===== src/rtl/board_row_server.sv =====
// Row-fetch responder: copies one board row from RAM into a shadow buffer,
// then commits it to Row in a single cycle so a scanline never sees a torn row.
module board_row_server #(
   parameter int BOARD_W = 10,
   parameter int BOARD_H = 20,
   parameter int CELL_W  = 16,
   parameter int ADDR_W  = 8
) (
   input  logic                             Clk,
   input  logic                             reset_n,
   input  logic                             LD_Row,
   input  logic [7:0]                       rowNum,
   output logic [ADDR_W-1:0]                ram_addr,
   output logic                             ram_rd,
   input  logic [CELL_W-1:0]                ram_rdata,
   output logic [BOARD_W-1:0][CELL_W-1:0]   Row,
   output logic                             rowReady,
   output logic                             busy,
   output logic                             err_range
);

   localparam int CW = $clog2(BOARD_W);

   typedef enum logic [1:0] {IDLE, FETCH, DRAIN, COMMIT} state_t;
   typedef logic [BOARD_W-1:0][CELL_W-1:0] row_t;

   state_t        state;
   logic          ld_q;
   logic          rd_d;
   logic [CW-1:0] col;
   logic [CW-1:0] col_d;
   row_t          shadow;
   row_t          shadow_nxt;
   logic          pend_v;
   logic [7:0]    pend_row;
   logic          pend_ok;

   logic          req;
   logic          in_range;
   logic          launch;
   logic [7:0]    l_row;
   logic          l_ok;

   always_comb begin
      req        = LD_Row & ~ld_q;
      in_range   = rowNum < 8'(BOARD_H);
      shadow_nxt = shadow;
      if (rd_d)
         shadow_nxt[col_d] = ram_rdata;
      launch = 1'b0;
      l_row  = rowNum;
      l_ok   = in_range;
      if (state == IDLE) begin
         launch = req;
      end else if (state == COMMIT) begin
         // a fresh edge in the commit cycle supersedes the queued request
         launch = req | pend_v;
         if (!req) begin
            l_row = pend_row;
            l_ok  = pend_ok;
         end
      end
   end

   always_ff @(posedge Clk or negedge reset_n) begin
      if (!reset_n) begin
         state     <= IDLE;
         ld_q      <= 1'b0;
         rd_d      <= 1'b0;
         col       <= '0;
         col_d     <= '0;
         shadow    <= '0;
         Row       <= '0;
         rowReady  <= 1'b0;
         busy      <= 1'b0;
         err_range <= 1'b0;
         ram_rd    <= 1'b0;
         ram_addr  <= '0;
         pend_v    <= 1'b0;
         pend_row  <= '0;
         pend_ok   <= 1'b0;
      end else begin
         ld_q     <= LD_Row;
         rd_d     <= ram_rd;
         col_d    <= col;
         shadow   <= shadow_nxt;
         rowReady <= 1'b0;

         if (state == COMMIT) begin
            pend_v <= 1'b0;
         end else if (req && state != IDLE) begin
            pend_v   <= 1'b1;
            pend_row <= rowNum;
            pend_ok  <= in_range;
         end

         unique case (state)
            IDLE, COMMIT: begin
               if (launch) begin
                  busy <= 1'b1;
                  if (l_ok) begin
                     state     <= FETCH;
                     col       <= '0;
                     ram_rd    <= 1'b1;
                     ram_addr  <= ADDR_W'(l_row) * ADDR_W'(BOARD_W);
                     err_range <= 1'b0;
                  end else begin
                     state     <= COMMIT;
                     shadow    <= '0;
                     Row       <= '0;
                     rowReady  <= 1'b1;
                     err_range <= 1'b1;
                  end
               end else begin
                  state <= IDLE;
                  busy  <= 1'b0;
               end
            end
            FETCH: begin
               if (col == CW'(BOARD_W - 1)) begin
                  state  <= DRAIN;
                  ram_rd <= 1'b0;
               end else begin
                  col      <= col + CW'(1);
                  ram_addr <= ram_addr + ADDR_W'(1);
               end
            end
            DRAIN: begin
               state    <= COMMIT;
               Row      <= shadow_nxt;
               rowReady <= 1'b1;
            end
         endcase
      end
   end

endmodule


===== config.mk =====
export PLATFORM = sky130hd
export DESIGN_NAME = board_row_server
export DESIGN_NICKNAME = d
export VERILOG_FILES = /design/src/rtl/board_row_server.sv
export SDC_FILE = /design/constraint.sdc
export NUM_CORES = 1
export LEC_CHECK = 0
export BUFFER_PORTS_ARGS = -buffer_cell sky130_fd_sc_hd__buf_4
export CORE_MARGIN = 2
export CORE_UTILIZATION = 25
export CTS_CLUSTER_SIZE = 16
export DETAILED_ROUTE_END_ITERATION = 10
export PLACE_DENSITY = 0.48
export SETUP_SLACK_MARGIN = 0.3
export SLEW_MARGIN = 20
export SYNTH_ARGS = -nofsm -noshare
export SYNTH_HDL_FRONTEND = slang
export SYNTH_SLANG_ARGS = --single-unit

===== constraint.sdc =====
create_clock -name Clk -period 4.2 [get_ports Clk]
set_input_delay 0.84 -clock Clk [delete_from_list [all_inputs] [get_ports Clk]]
set_output_delay 0.84 -clock Clk [all_outputs]
set_load 0.005 [all_outputs]

==> results.ini <==
[run_status]
status=finished, final reports clean

[drt]
vias=9682
drc=0
finalWirelength_um=43300
viasPerCell=4.55
dr.pass1.iters=5
route.antenna.remaining_nets=0
initialDrtViolationCount=591
wl_per_cell_um=20.4

[clock_network]
cts_resized=0
cts.clk_slew.worst_paths_ps=60
worstSkewPairLatency_ps=560
clock-sinks=353
cts_buffers=43
ctsHtreeMaxLevel=2
clock_path_buffers=3
root_buffer=clkbuf_16
postCtsHoldBufs=0
tritoncts=done
post_cts.repair.setup_buffers=0

[floorplanning]
io_pins=199
rows=88
die_h_um=246
dieWidth_um=246
start_util=0.254
dieArea_um2=60700
core_area_um2=57900

[global_route]
grt_max_degree=163
grt_pass1_vias=10000
grt-ovfl-total=0
grt_pass1_wl_um=65900
grt_antenna_before_repair=2
grt.total_usage=0.144

[power_and_ir_drop]
max-vdd-ir-drop_mv=0.705
powerDensity_nw_per_um2=699
p_leak_nw=9.20

[synth]
synth_area_per_cell_um2=12.7
ys_types=54
yosysSeqAreaShare=0.601
synth_ff_type=dfrtp_1
postSynthCellCount=1160
yosysWarnings=0
synth.largest_area_cell=dfrtp_1
ys_ff_latch=353
synth_nets=1202
yosysMostFrequentCell=dfrtp_1
synth.top_cell.area_share=0.601
synth_edf_count=0
yosys-top-cells-area=dfrtp_1, mux2i_1, o2bb2ai_1, mux2_2, nor2_1
synthArstFlopShare=1.00
synth_commonest_cells=dfrtp_1, nor2_1, mux2i_1, o2bb2ai_1, mux2_2
synth_area_um2=14700

[worst_setup_path]
crit_family=adder cells
cp_slowest_stage_delay_ps=410
cp_max_fo=6
cp-start-kind=register
crit_required_ps=4640
path_class=reg -> reg
cp.arrival_ps=3970
worst-path-buf-inv=1
path_common_cell=ha_1
slowest_stage=mux2_2
end_kind=register
worstPathCellList=inv_1, ha_1, nand2b_4, nor2_1, mux2_2, ha_1, ha_1, a21o_1, a21oi_1, xnor2_1, mux2_2, a211o_1

[sta]
slew_headroom=0.240
fmaxAchievable_mhz=284
hold_viol=0
tns_ps=0
min_period_ps=3530
drv_slew=0
finalCritPeriodShare=0.840
worstMarginPinSlew_ps=1140
setup-violations-final=0
rsz0062_at_grt=no
finClkSkew_ps=17.6

[place]
dp_hpwl_um=26200
place.gp.congestion=0.733
portBuffers=198
dp_cells=2055

[job]
max_cap_violations=0

[final_layout]
ff_latch_area_um2=8830
area_delta_synth_final_pct=25.1
final_cells=2128
layout-drive-gt1-share=0.278
fillers=5962
insertedDiodeCount=0
multi_input_area_um2=5430
fin_nets=1377

[worst_hold_path]
hp-class=in -> async

[final timing paths]
path | start | to | slack, ps | cells past startpoint
setup / recovery | state[0]$_DFFE_PN0P_ | ram_addr[7]$_DFFE_PN0P_ | 670 | 12
hold / removal | reset_n | pend_row[2]$_DFFE_PN0P_ | 340 | 1
hold reg to reg | col[3]$_DFFE_PN0P_ | col_d[3]$_DFF_PN0_ | 450 | 0
min in group Clk | LD_Row | ld_q$_DFF_PN0_ | 410 | 1
setup reg to reg | state[0]$_DFFE_PN0P_ | ram_addr[7]$_DFFE_PN0P_ | 670 | 12
max in group asynchronous | reset_n | shadow[70]$_DFF_PN0_ | 2810 | 2
[sequential cells by signal, summed over array words and instances, names as in the netlist, 2 cells and up]
| name | count |
|---|---|
| col_d | 4 |
| shadow | 160 |
| ram_addr | 8 |
| Row | 160 |
| pend_row | 7 |
| col | 4 |
| state | 2 |
[layout by cell type, fill, tap and decap left out, types with 6 or more instances in the layout]
cell type,instances
o21ai_0,15
mux2_2,73
nor3_1,12
nor2_1,172
inv_1,11
o2bb2ai_1,94
ha_1,13
nand3_1,9
mux2_4,7
nand2_1,8
clkinv_2,7
dfrtp_1,353
nor2b_1,68
clkbuf_1,7
a21oi_1,8
clkbuf_16,43
nand2b_1,7
buf_4,212
clkbuf_8,6
mux2i_1,164
[area by class of cell]
class                      instances  area share
sequential                       353       0.480
clock inverter                    17      0.0125
clock buffer                      56      0.0644
multi-input combinational        707       0.295
inverter                          12     0.00245
timing repair buffer             218      0.0928
tap                              765      0.0521
[cells by family after synthesis]
logic type	count (synthesis)	share of synthesized area
flip-flops	353	0.601
buffers and inverters	100	0.0318
multiplexers	244	0.175
XOR/XNOR	4	0.00238
AO/OA/AOI/OAI	142	0.0772
AND/OR/NAND/NOR	302	0.0994
adder cells (fa/ha/maj)	15	0.0133
[through the flow]
stage	util	power [mW]	setup slack [ps]	hold slack, ps	instance area, um2
after floorplan	-	7.50	744	397	14700
after global placement	0.293	9.19	427	435	17000
after detailed placement	0.293	9.24	402	443	17000
after CTS	0.317	13.1	638	329	18400
after global routing	0.317	13.7	453	367	18400
final	0.317	12.9	673	343	18400
[routing by layer]
metal	track usage	wire length, um	vias up
li1	-	-	4386
met1	0.204	20500	5024
met2	0.229	20200	228
met3	0.0276	1930	44
met4	0.0328	687	0
met5	0	0	-
[power breakdown]
group | switching, mW | internal, mW
Combinational | 2.60 | 1.76
Sequential | 0.477 | 4.26
Clock | 1.47 | 2.29
Total | 4.55 | 8.31
No activity file was read; power rests on OpenSTA's default activity.
